### src/rtl/is_uart_pkg.sv
// Shared UART definitions: transmitter state encoding, bit-period helpers
// and the frame parity helper used by both the TX and RX paths.
package is_uart_pkg;

    // Transmitter FSM states
    typedef enum logic [2:0] {
        IDLE   = 3'd0,
        START  = 3'd1,
        DATA   = 3'd2,
        PARITY = 3'd3,
        STOP   = 3'd4
    } uart_tx_state_t;

    // Plain-vector copies of the state codes for the state register
    localparam logic [2:0] ST_IDLE   = 3'(IDLE);
    localparam logic [2:0] ST_START  = 3'(START);
    localparam logic [2:0] ST_DATA   = 3'(DATA);
    localparam logic [2:0] ST_PARITY = 3'(PARITY);
    localparam logic [2:0] ST_STOP   = 3'(STOP);

    localparam int unsigned DEF_CLK_FREQ_HZ = 32'd50_000_000;
    localparam int unsigned DEF_BAUD_RATE   = 32'd115_200;

    // Clock cycles per serial bit, truncated
    function automatic int unsigned clks_per_bit(input int unsigned clk_hz,
                                                 input int unsigned baud);
        return clk_hz / baud;
    endfunction

    // Width of a counter that runs 0..cpb-1 (never narrower than one bit)
    function automatic int unsigned cnt_width(input int unsigned cpb);
        return (cpb > 32'd1) ? $clog2(cpb) : 32'd1;
    endfunction

    localparam int unsigned DEF_CLKS_PER_BIT = clks_per_bit(DEF_CLK_FREQ_HZ, DEF_BAUD_RATE);
    localparam int unsigned DEF_CNT_W        = cnt_width(DEF_CLKS_PER_BIT);

    // Frame parity over up to 9 data bits; zero padding does not change it
    function automatic logic frame_parity(input logic [8:0] data, input logic odd);
        return odd ? ~(^data) : (^data);
    endfunction

endpackage

### src/rtl/is_uart_tx_if.sv
// Host-side handshake bundle of the UART transmitter.
//   tx_data_i/tx_valid_i : byte offered by the host
//   tx_ready_o           : transmitter idle, byte will be taken
//   uart_txd_o           : serial line (idle high)
//   tx_busy_o            : frame in progress
//   tx_done_o            : one-cycle pulse at end of frame
// master = host side, slave = transmitter side.
interface is_uart_tx_if #(
    parameter int unsigned DATA_W = 8
) ();
    logic [DATA_W-1:0] tx_data_i;
    logic              tx_valid_i;
    logic              tx_ready_o;
    logic              uart_txd_o;
    logic              tx_busy_o;
    logic              tx_done_o;

    modport master (
        output tx_data_i,
        output tx_valid_i,
        input  tx_ready_o,
        input  uart_txd_o,
        input  tx_busy_o,
        input  tx_done_o
    );

    modport slave (
        input  tx_data_i,
        input  tx_valid_i,
        output tx_ready_o,
        output uart_txd_o,
        output tx_busy_o,
        output tx_done_o
    );
endinterface

### src/rtl/is_uart_baud_gen.sv
// Bit-period counter for the UART transmitter.
//   clk_i, rstn_i : clock, async active-low reset
//   clear         : restart the period (asserted on frame accept)
//   enable        : count while a frame is in progress
//   bit_tick      : registered, high on the last cycle of each bit period
module is_uart_baud_gen
    import is_uart_pkg::*;
#(
    parameter int unsigned CLKS_PER_BIT = DEF_CLKS_PER_BIT,
    parameter int unsigned CNT_W        = cnt_width(CLKS_PER_BIT)
) (
    input  logic clk_i,
    input  logic rstn_i,
    input  logic clear,
    input  logic enable,
    output logic bit_tick
);
    localparam logic [CNT_W-1:0] CNT_LAST     = CNT_W'(CLKS_PER_BIT - 32'd1);
    localparam logic [CNT_W-1:0] CNT_PRE_LAST = CNT_W'(CLKS_PER_BIT - 32'd2);

    logic [CNT_W-1:0] cnt_r;
    logic             tick_r;

    // Period counter; tick_r is precomputed so it is high exactly while cnt_r is at its last value
    always_ff @(posedge clk_i or negedge rstn_i) begin
        if (!rstn_i) begin
            cnt_r  <= '0;
            tick_r <= 1'b0;
        end else if (clear) begin
            cnt_r  <= '0;
            tick_r <= 1'b0;
        end else if (enable) begin
            if (cnt_r == CNT_LAST) begin
                cnt_r  <= '0;
                tick_r <= 1'b0;
            end else begin
                cnt_r  <= cnt_r + CNT_W'(1);
                tick_r <= (cnt_r == CNT_PRE_LAST);
            end
        end else begin
            cnt_r  <= cnt_r;
            tick_r <= 1'b0;
        end
    end

    assign bit_tick = tick_r;

endmodule

### src/rtl/is_uart_tx.sv
// UART transmitter: start bit, DATA_W data bits LSB first, optional parity,
// STOP_BITS stop bits. Every bit lasts CLKS_PER_BIT clocks; all outputs are flops.
//   clk_i  : system clock
//   rstn_i : async active-low reset; an abandoned frame is not resumed
//   bus    : slave side of is_uart_tx_if (data/valid in; ready, txd, busy, done out)
module is_uart_tx
    import is_uart_pkg::*;
#(
    parameter int unsigned CLK_FREQ_HZ = DEF_CLK_FREQ_HZ,
    parameter int unsigned BAUD_RATE   = DEF_BAUD_RATE,
    parameter int unsigned DATA_W      = 8,
    parameter int unsigned PARITY_EN   = 0,
    parameter int unsigned PARITY_ODD  = 0,
    parameter int unsigned STOP_BITS   = 1
) (
    input  logic         clk_i,
    input  logic         rstn_i,
    is_uart_tx_if.slave  bus
);
    localparam int unsigned CLKS_PER_BIT = clks_per_bit(CLK_FREQ_HZ, BAUD_RATE);
    localparam logic [3:0]  LAST_BIT     = 4'(DATA_W - 32'd1);
    localparam logic        LAST_STOP    = 1'(STOP_BITS - 32'd1);
    localparam logic        PAR_ODD      = (PARITY_ODD != 32'd0);
    localparam logic        PAR_EN       = (PARITY_EN != 32'd0);

    logic [2:0]        state_r;
    logic [DATA_W-1:0] shift_r;
    logic [3:0]        bit_idx_r;
    logic              stop_idx_r;
    logic              parity_r;
    logic              txd_r;
    logic              ready_r;
    logic              busy_r;
    logic              done_r;
    logic              accept_s;
    logic              tick_s;

    assign accept_s = (state_r == ST_IDLE) && ready_r && bus.tx_valid_i;

    is_uart_baud_gen #(
        .CLKS_PER_BIT (CLKS_PER_BIT)
    ) u_baud_gen (
        .clk_i    (clk_i),
        .rstn_i   (rstn_i),
        .clear    (accept_s),
        .enable   (busy_r),
        .bit_tick (tick_s)
    );

    // Frame sequencer; txd_r is loaded with the level of the bit that starts at each transition
    always_ff @(posedge clk_i or negedge rstn_i) begin
        if (!rstn_i) begin
            state_r    <= ST_IDLE;
            shift_r    <= '0;
            bit_idx_r  <= '0;
            stop_idx_r <= 1'b0;
            parity_r   <= 1'b0;
            txd_r      <= 1'b1;
            ready_r    <= 1'b1;
            busy_r     <= 1'b0;
            done_r     <= 1'b0;
        end else begin
            done_r <= 1'b0;
            case (state_r)
                ST_IDLE: begin
                    if (accept_s) begin
                        shift_r   <= bus.tx_data_i;
                        parity_r  <= frame_parity(9'(bus.tx_data_i), PAR_ODD);
                        bit_idx_r <= '0;
                        state_r   <= ST_START;
                        txd_r     <= 1'b0;
                        ready_r   <= 1'b0;
                        busy_r    <= 1'b1;
                    end else begin
                        txd_r <= 1'b1;
                    end
                end
                ST_START: begin
                    if (tick_s) begin
                        state_r   <= ST_DATA;
                        bit_idx_r <= '0;
                        txd_r     <= shift_r[0];
                    end else begin
                        txd_r <= 1'b0;
                    end
                end
                ST_DATA: begin
                    if (tick_s) begin
                        if (bit_idx_r == LAST_BIT) begin
                            if (PAR_EN) begin
                                state_r <= ST_PARITY;
                                txd_r   <= parity_r;
                            end else begin
                                state_r    <= ST_STOP;
                                stop_idx_r <= 1'b0;
                                txd_r      <= 1'b1;
                            end
                        end else begin
                            // Next bit is shift_r[1] before the shift takes effect
                            bit_idx_r <= bit_idx_r + 4'd1;
                            shift_r   <= {1'b0, shift_r[DATA_W-1:1]};
                            txd_r     <= shift_r[1];
                        end
                    end else begin
                        txd_r <= shift_r[0];
                    end
                end
                ST_PARITY: begin
                    if (tick_s) begin
                        state_r    <= ST_STOP;
                        stop_idx_r <= 1'b0;
                        txd_r      <= 1'b1;
                    end else begin
                        txd_r <= parity_r;
                    end
                end
                ST_STOP: begin
                    txd_r <= 1'b1;
                    if (tick_s) begin
                        if (stop_idx_r == LAST_STOP) begin
                            state_r <= ST_IDLE;
                            done_r  <= 1'b1;
                            ready_r <= 1'b1;
                            busy_r  <= 1'b0;
                        end else begin
                            stop_idx_r <= stop_idx_r + 1'b1;
                        end
                    end else begin
                        stop_idx_r <= stop_idx_r;
                    end
                end
                default: begin
                    state_r <= ST_IDLE;
                    txd_r   <= 1'b1;
                    ready_r <= 1'b1;
                    busy_r  <= 1'b0;
                end
            endcase
        end
    end

    assign bus.uart_txd_o = txd_r;
    assign bus.tx_ready_o = ready_r;
    assign bus.tx_busy_o  = busy_r;
    assign bus.tx_done_o  = done_r;

endmodule

### src/flat_wrapper.sv
// flat-port wrapper written by rule: the top's interface ports become plain ports
module is_uart_tx_flat import is_uart_pkg::*;
#(
    parameter int unsigned CLK_FREQ_HZ = DEF_CLK_FREQ_HZ,
    parameter int unsigned BAUD_RATE   = DEF_BAUD_RATE,
    parameter int unsigned DATA_W      = 8,
    parameter int unsigned PARITY_EN   = 0,
    parameter int unsigned PARITY_ODD  = 0,
    parameter int unsigned STOP_BITS   = 1
)
  (clk_i, rstn_i, bus_tx_data_i, bus_tx_valid_i, bus_tx_ready_o, bus_uart_txd_o, bus_tx_busy_o, bus_tx_done_o);
  is_uart_tx_if #(.DATA_W(DATA_W)) bus_i ();
  input  logic clk_i;
  input  logic rstn_i;
  input wire logic [$bits(bus_i.tx_data_i)-1:0] bus_tx_data_i;
  input wire logic [$bits(bus_i.tx_valid_i)-1:0] bus_tx_valid_i;
  output wire logic [$bits(bus_i.tx_ready_o)-1:0] bus_tx_ready_o;
  output wire logic [$bits(bus_i.uart_txd_o)-1:0] bus_uart_txd_o;
  output wire logic [$bits(bus_i.tx_busy_o)-1:0] bus_tx_busy_o;
  output wire logic [$bits(bus_i.tx_done_o)-1:0] bus_tx_done_o;
  assign bus_i.tx_data_i = bus_tx_data_i;
  assign bus_i.tx_valid_i = bus_tx_valid_i;
  assign bus_tx_ready_o = bus_i.tx_ready_o;
  assign bus_uart_txd_o = bus_i.uart_txd_o;
  assign bus_tx_busy_o = bus_i.tx_busy_o;
  assign bus_tx_done_o = bus_i.tx_done_o;
  is_uart_tx #(.CLK_FREQ_HZ(CLK_FREQ_HZ), .BAUD_RATE(BAUD_RATE), .DATA_W(DATA_W), .PARITY_EN(PARITY_EN), .PARITY_ODD(PARITY_ODD), .STOP_BITS(STOP_BITS)) u_core (.clk_i(clk_i), .rstn_i(rstn_i), .bus(bus_i));
endmodule
### config.mk
export PLATFORM = sky130hd
export DESIGN_NAME = is_uart_tx_flat
export DESIGN_NICKNAME = d
export VERILOG_FILES = /design/src/rtl/is_uart_pkg.sv /design/src/rtl/is_uart_tx_if.sv /design/src/rtl/is_uart_baud_gen.sv /design/src/rtl/is_uart_tx.sv /design/src/flat_wrapper.sv
export SDC_FILE = /design/constraint.sdc
export NUM_CORES = 1
export LEC_CHECK = 0
export ABC_AREA = 1
export CAP_MARGIN = 20
export CORE_MARGIN = 2
export CORE_UTILIZATION = 30
export DETAILED_ROUTE_END_ITERATION = 8
export PLACE_DENSITY = 0.44
export SYNTH_ARGS = -nofsm -noshare
export SYNTH_HDL_FRONTEND = slang
export SYNTH_HIERARCHICAL = 1
export SYNTH_SLANG_ARGS = --single-unit
### constraint.sdc
create_clock -name clk_i -period 2.45 [get_ports clk_i]
set_input_delay 0.3675 -clock clk_i [delete_from_list [all_inputs] [get_ports clk_i]]
set_output_delay 0.3675 -clock clk_i [all_outputs]
set_load 0.02 [all_outputs]
Word-level counts from Yosys, hierarchy flattened
Index checks and enable logic that the tools add are counted.
{ "word_totals": {"out_inout_bits": 4, "inputBits": 11, "ff_bits": 31, "elab_cells": 91} }
{ "op_classes": {"n_eq_ne": 15, "reduce_logical": 15, "bitwise_logic": 1, "mux": 46, "n_addsub": 3} }
{ "ops": {"columns": ["op", "n"], "rows": [
  ["$mux W9", 3],
  ["$mux W8", 3],
  ["$mux W1", 22],
  ["$mux W3", 7],
  ["$eq A9 B9 Y1 const B", 2],
  ["$mux W4", 4],
  ["$pmux W8 S2", 1],
  ["$pmux W3 S5", 1],
  ["$ne A2 B2 Y1 const B", 6],
  ["$pmux W4 S3", 1],
  ["$reduce_and A5 Y1", 2],
  ["$add A9 B1 Y9 const B", 1],
  ["$pmux W1 S3", 3],
  ["$reduce_xor A9 Y1", 1],
  ["$reduce_and A4 Y1", 2],
  ["$reduce_and A7 Y1", 1],
  ["$eq A3 B2 Y1 const B", 2],
  ["$reduce_bool A3 Y1", 2],
  ["$add A4 B1 Y4 const B", 1],
  ["$eq A4 B3 Y1 const B", 1],
  ["$ne A2 B1 Y1 const B", 2],
  ["$pmux W1 S4", 1],
  ["$reduce_bool A2 Y1", 2],
  ["$eq A3 B1 Y1 const B", 1],
  ["7 further kinds", 8]
]} }

Longest topological paths before layout
{ "logic_depth": {"depth_word": 5, "mapped_depth": 9, "ltp_nobuf": 9} }

By module
Netlist, hierarchy kept.
{ "modules_own_cells": {"columns": ["mod", "instances", "area_per_inst_um2", "cells_each", "seq_area_each_um2"], "rows": [
  ["is_uart_tx", 1, 1219.9, 170, 503.0],
  ["is_uart_baud_gen", 1, 680.7, 90, 250.2]
]} }

Least setup slack after synthesis
OpenSTA, ideal clock, no wires.
{ "synth_timing": {"path_kind": "reg2reg", "start": "register u_core.ready_r, in the netlist u_core/bus.tx_ready_o", "end": "register u_core.u_baud_gen.cnt_r[3]", "t_required_ns": 2.330, "setup_ns": 0.120, "arrival_time_ns": 1.619, "period_less_slack_ns": 1.740, "path_stages_with_launch": 7, "slack_ns": 0.710, "path_buffers": 0, "cell_sequence": "dfstp_2 nand2_1 nor3_2 nor2_4 nor2_2 xor2_1 nor2_1"} }
{ "synth_between": {"elab_chain_len": 3, "word_cells_on_any_way": 4, "cone_classes": "1 x mux; 3 x reduce/logical"} }
{ "synth_lines": {"columns": ["element", "line_no", "source"], "rows": [
  ["from (decl)", "is_uart_tx.sv:32", "logic ready_r;"],
  ["from (signal assigned)", "is_uart_tx.sv:59", "ready_r <= 1'b1;"],
  ["from (signal assigned)", "is_uart_tx.sv:72", "ready_r <= 1'b0;"],
  ["from (signal assigned)", "is_uart_tx.sv:123", "ready_r <= 1'b1;"],
  ["$logic_and A1 B1 Y1 * (2 in a row)", "is_uart_tx.sv:38", "assign accept_s = (state_r == ST_IDLE) && ready_r && bus.tx_valid_i;"],
  ["net u_core.accept_s", "is_uart_tx.sv:35", "logic accept_s;"],
  ["$mux W9 / $reduce_bool A2 Y1 (equally long branches)", null, null],
  ["to (signal assigned)", "is_uart_baud_gen.sv:37", "cnt_r <= cnt_r + CNT_W'(1);"],
  ["to (signal assigned)", "is_uart_baud_gen.sv:41", "cnt_r <= cnt_r;"],
  ["to (decl)", "is_uart_baud_gen.sv:21", "logic [CNT_W-1:0] cnt_r;"]
]} }
Mark *: on every way through the listed nets, which the timed path passes. The rest lies on a longest branch.
A chain may end at the register's enable or synchronous reset.

Worst setup path after layout
{ "layout_timing": {"start": "register u_core.ready_r, in the netlist u_core/bus.tx_ready_o", "end": "output port bus_tx_ready_o"} }
{ "layout_lines": {"columns": ["element", "line_no", "source"], "rows": [
  ["to (decl)", "flat_wrapper.sv:17", "output wire logic [$bits(bus_i.tx_ready_o)-1:0] bus_tx_ready_o;"]
]} }
No word-level cell between the ends.

==> results.ini <==
[setup_path]
crit_path_start_kind=flip-flop
crit_required_ns=2.08
crit_family=buffers and inverters
cpMaxStageDelayCell=clkdlybuf4s50_1
worst-setup-path-type=reg2out
cp_cell_sequence=clkdlybuf4s50_1
slowest_delay_ns=0.61
cp_max_fo=4
path_buf_inv=1
cp.arrival_ns=1.44
r2r_slack_ns=0.86
critPathCaptureType=primary output

[sta]
fin_skew_ns=0.005626
slew_headroom=0.5453
maxSlewViolCount=0
post-route-min-period_ns=1.810
worst_pin_slew_ns=0.6800
hold_viol=0
setup_viol=0
rsz0062_at_grt=no
period_share=0.7390
fmax_mhz=552.3
fin_tns_setup_ns=0

[finish]
antenna_cells=0
fin_area_mm2=0.002220
area_delta_synth_final_pct=16.79
drive_gt1_frac=0.1566
fin_nets=296

[die]
ios=15
dieHeight_um=83.60
rows=28
coreArea_mm2=0.006026
dieArea_mm2=0.006988
die_w_um=83.60
initial_utilization=0.3154

[yosys]
ys_seq_elements=30
syn_inst=260
synth_top_cell_by_area=dfrtp_1
synthesis.nets=275
ys_types=33
ys_seq_area_frac=0.3963
synth_area_leaders=dfrtp_1, nand2_1, inv_1, nor2_1, nand3_1
ys.warnings.count=6
synth_top_area_share=0.3687
syn_area_mm2=0.001901
syn_avg_cell_area_um2=7.310

[drt]
route.detailed.drc=0
routed_via_density=4.492
drt_iter0_drc=55
via_count=1599
drt_wl_total_um=3941
first_pass_iters=4
routedWlPerCell_um=11.07
ant_nets=0

[clock_network]
root_buffer=clkbuf_8
cts_resized=0
post-cts-setup-buffers=0
path_clk_slew_ns=0.06
htreeDepth=2
cts.sinks=30
cts_inserted_buffers=5
clockBufferDepth=2
tritoncts=built
hold_buffers=0
insertion_delay_ns=0.28

[grt]
track_usage=0.1271
first_global_vias=1559
grt_max_degree=19
grt_pass1_wl_um=7120
gr-total-overflow=0
antenna_found_initial=0

[placement]
gp_congestion=0.8127
placed_area_mm2=0.002143
dp_hpwl_um=3029
portBuffers=14

[run_status]
status=complete, no violations

[run]
cap_viol_max_count=0

[min_path]
hp-class=reg2reg

[pwr]
ir_drop_v=0.0002433
p_leak_nw=1.119
p_per_area_mw_per_mm2=422.2

-- stage by stage --
step | std cells | total power, W | worst slack [ns] | utilization | hold slack [ns]
4_1_cts | 356 | 0.0009632 | 0.6161 | 0.3684 | 0.4838
2_1_floorplan | 260 | 0.0005327 | 0.7104 | - | 0.07191
6_report | 356 | 0.0009370 | 0.6395 | 0.3684 | 0.4805
3_3_place_gp | 349 | 0.0005723 | 0.6032 | 0.3557 | 0.4621
5_1_grt | 356 | 0.0009945 | 0.5849 | 0.3684 | 0.4917
3_5_place_dp | 349 | 0.0005723 | 0.6182 | 0.3557 | 0.4668
-- layer usage --
| metal | GRT usage | vias up | share of wire |
|---|---|---|---|
| li1 | - | 860 | - |
| met1 | 0.1624 | 718 | 0.49 |
| met2 | 0.2000 | 17 | 0.48 |
| met3 | 0.03759 | 4 | 0.027 |
| met4 | 0.05279 | 0 | 0.012 |
| met5 | 0 | - | 0 |
-- final cells by class --
cell class	instances	area (µm²)
Timing Repair Buffer	16	167.7
Clock buffer	7	76.32
Inverter	36	135.1
Fill cell	635	3806
Sequential cell	30	753.2
Tap cell	75	93.84
Multi-Input combinational cell	192	993.5
-- report_power, final --
| part | internal [W] | switching, W | leakage (nW) |
|---|---|---|---|
| registers | 0.000496 | 0 | 0.397 |
| clock network | 0.000195 | 0.000181 | 0.0383 |
| logic | 0.0000296 | 0.0000359 | 0.684 |
| total | 0.000721 | 0.000217 | 1.12 |
-- cells in the final DEF (no fill, tap or decap), types with 3 or more instances in the layout --
| master | Yosys | final |
|---|---|---|
| nand3_1 | 12 | 12 |
| nor2_4 | 3 | 3 |
| nand4_1 | 6 | 6 |
| clkdlybuf4s50_1 | 0 | 14 |
| inv_2 | 8 | 8 |
| o21ai_0 | 11 | 11 |
| nand2_2 | 9 | 9 |
| nor2_2 | 4 | 4 |
| o21ai_1 | 11 | 11 |
| ha_1 | 4 | 4 |
| nor2_1 | 19 | 19 |
| inv_1 | 28 | 28 |
| nand2_1 | 90 | 90 |
| clkbuf_8 | 0 | 5 |
| dfrtp_1 | 28 | 28 |
-- logic make-up after synthesis --
kind of cell	after synthesis	share of synthesized area
AO/OA/AOI/OAI	32	0.1001
XOR/XNOR	2	0.009218
adder cells (fa/ha/maj)	4	0.02633
buffers and inverters	38	0.08098
flip-flops	30	0.3963
AND/OR/NAND/NOR	154	0.3871
-- synthesized netlist by cell type --
cell type   n
nand2_1    90
dfrtp_1    28
inv_1      28
nor2_1     19
nand3_1    12
o21ai_0    11
o21ai_1    11
nand2_2     9
inv_2       8
nand4_1     6
ha_1        4
nor2_2      4
nor2_4      3
a21oi_1     2
dfstp_2     2
nand2_4     2
nand3b_1    2
nor3_2      2
o211ai_1    2
o21ai_2     2
and2_4      1
buf_4       1
buf_6       1
nand3_2     1
nor2_8      1
nor3_1      1
nor3b_2     1
o21a_1      1
o21ai_4     1
o21bai_1    1
o22ai_1     1
xnor2_1     1
xor2_1      1
-- worst paths after layout --
path / startpoint / to / cells past startpoint
max in group asynchronous: rstn_i / u_core/shift_r[6]$_DFFE_PN0P_ / 2
hold / removal: u_core/bit_idx_r[3]$_DFFE_PN0P_ / u_core/bit_idx_r[3]$_DFFE_PN0P_ / 2
setup reg to reg: u_core/state_r[0]$_DFFE_PN0P_ / u_core/bit_idx_r[1]$_DFFE_PN0P_ / 6
min in group asynchronous: rstn_i / u_core/bit_idx_r[3]$_DFFE_PN0P_ / 1
setup / recovery: u_core/bus.tx_ready_o$_DFFE_PN1P_ / bus_tx_ready_o / 1
hold reg to reg: u_core/bit_idx_r[3]$_DFFE_PN0P_ / u_core/bit_idx_r[3]$_DFFE_PN0P_ / 2
-- registers in the layout (all words and copies together), names as in the netlist --
signal and count:
u_core/state_r 3, u_core/bus.uart_txd_o 1, u_core/u_baud_gen/bit_tick 1, u_core/bus.tx_done_o 1
u_core/bus.tx_ready_o 1, u_core/bus.tx_busy_o 1, u_core/shift_r 8, u_core/parity_r 1
u_core/bit_idx_r 4, u_core/u_baud_gen/cnt_r 9
Note: power is estimated with default switching activity, not from simulation.
==> variant, RTL diff (same flow settings) <==
One comparison of `bit_idx_r` changes from == to >=.
--- a/src/rtl/is_uart_tx.sv
+++ b/src/rtl/is_uart_tx.sv
@@ -88,3 +88,3 @@
                     if (tick_s) begin
-                        if (bit_idx_r == LAST_BIT) begin
+                        if (bit_idx_r >= LAST_BIT) begin
                             if (PAR_EN) begin
Formal check against the unedited RTL: same outputs for any inputs over 10 cycles, from zero or initial values and one cycle with rstn_i low; that may be too few to reach the edited logic, so the function may still have changed.
==> variant against the unedited design <==
- design area grew 1.4%
- worst setup slack gained 0.017 ns
- area after synthesis rose by 1.7%
- critical endpoint unchanged
- global-route usage about the same
- highest routed layer unchanged
- wire length up 2.1%
- sequential cell count stayed put
Power is not compared: it rests on default switching activity, and its combinational part moved more than twofold at a synthesized area within 25%.
==> variant: results (changes against the unedited design) <==
Main synth FF type - dfrtp_1
Number of global-route vias before repair - 1517 (-2.7%)
Worst skew pair latency - 0.28 ns (about the same)
First-pass GRT wire length - 7150 um (+0.39%)
Most common library cells after synthesis - 97 x nand2_1, 28 x dfrtp_1, 26 x inv_1, 21 x nor2_1, 16 x nand3_1
Seq/Total Area, Yosys - 39.0% (-0.67 points)
Final Skew - 0.00355 ns (-0.00208 ns)
Reg-to-Reg End - u_core/u_baud_gen/cnt_r[2]
Pleak - 1.12 nW
H-Tree Depth - 2 (unchanged)
Crit-path max FO - 3 (-1)
Final Wtd Congestion - 0.835 (+2.8%)
Internal reg-to-reg setup slack - 0.78 ns (-0.08 ns)
Drt first-iter violations - 58 (+5.5%)
Slowest stage delay, CP - 0.60 ns
Reg2reg path depth - 10 (+4)
Nets@finish - 301 (+1.7%)
Port buffer count - 14 (unchanged)
Initial antenna violation count - 0 (unchanged)
Worst r2r src - u_core/state_r[0]
Detailed Place HPWL - 3030 um (about the same)
Layout cells sized above 1 - 14.6% (-1.0 points)
Distinct cells, synth - 31 (-6.1%)
CP max stage cell - clkdlybuf4s50_1
Number of inserted diodes - 0 (unchanged)
Tot GR Track Use - 12.7% (about the same)
Status - finished clean
CP Data Arrival Time - 1.43 ns
Crit path from - u_core/bus.tx_ready_o
Rel. slew slack - 73.0% (+18 points)
Area contributors post-synth - dfrtp_1 36%, nand2_1 19%, inv_1 5.0%
WL per Instance - 11.0 um (-0.19%)
Syn Nets - 282 (+2.5%)
Max VDD drop - 0.000347 V
Num CTS Buffers - 5 (unchanged)
Asr flop ratio synth - 100% (unchanged)
Setup TNS - 0 ns (unchanged)
Top Family by Delay on Critical Path - buffers and inverters
Longest Clk Path Bufs - 2 (unchanged)
Pre-antenna DRT Iters - 4 (unchanged)
Largest net degree at the start of global routing - 31 (+12)
Clk slew on worst S/H paths - 0.07 ns
YS warnings - 6 (unchanged)
Root buffer cell - clkbuf_8
Worst hold-check path type - register to register
Largest regs - u_core/u_baud_gen/cnt_r x9, u_core/shift_r x8, u_core/bit_idx_r x4
Max Cap Viol - 0 (unchanged)
Setup crit end - bus_tx_ready_o
CTS resizes - 0 (unchanged)
Post-CTS Setup Bufs - 0 (unchanged)
Vias per cell - 4.44 (-1.2%)
[variant: per-layer routing]
layer	up-vias	track usage, %	wire, um
met5	-	0	0
met4	0	5.28	66
met3	6	3.05	123
met2	23	18.2	1650
met1	715	18.3	2180
li1	872	-	-
[variant: how the worst min path moves through the flow]
stage,from,end,depth (start not counted)
final,u_core/shift_r[0],u_core/shift_r[0],2
after CTS,u_core/shift_r[0],u_core/shift_r[0],2
after detailed placement,u_core/shift_r[0],u_core/shift_r[0],2
after global placement,u_core/shift_r[6],u_core/shift_r[6],2
after global routing,u_core/shift_r[0],u_core/shift_r[0],2
after floorplan,rstn_i,u_core/bit_idx_r[0],0
[variant: cells by family after synthesis]
family | synth area share, %
adders and majority gates | 2.59
DFF | 39.0
xor gates and xnor gates | 3.17
and+or+nand+nor | 40.2
buffers and inverters | 7.57
AOI/OAI and AO/OA | 7.51
[variant: final cells by class]
class / count / area (um^2)
fillers: 672 / 4030
repair buffers: 16 / 155
clock inverters: 1 / 5.00
multi-input cells: 201 / 1030
flip-flops and latches: 30 / 753
inverters: 32 / 120
well taps: 77 / 96.3
clock buffers: 7 / 86.3
[variant: power breakdown]
part	leakage [nW]	total [W]	internal, W	switching, W
Sequential	0.389	0.000770	0.000648	0.000122
Clock	0.0482	0.000412	0.000226	0.000186
Combinational	0.686	0.000794	0.000288	0.000506
[variant: per-stage QoR]
| step | cells | instance area (um^2) | total power, W | hold WS (ns) | setup WS [ns] |
|---|---|---|---|---|---|
| after CTS | 364 | 2250 | 0.00201 | 0.483 | 0.636 |
| after detailed placement | 356 | 2160 | 0.00158 | 0.466 | 0.639 |
| after global placement | 356 | 2160 | 0.00158 | 0.458 | 0.664 |
| after floorplan | 267 | 1930 | 0.00137 | 0.0719 | 0.579 |
| after global routing | 364 | 2250 | 0.00216 | 0.487 | 0.592 |
| final | 364 | 2250 | 0.00198 | 0.474 | 0.656 |
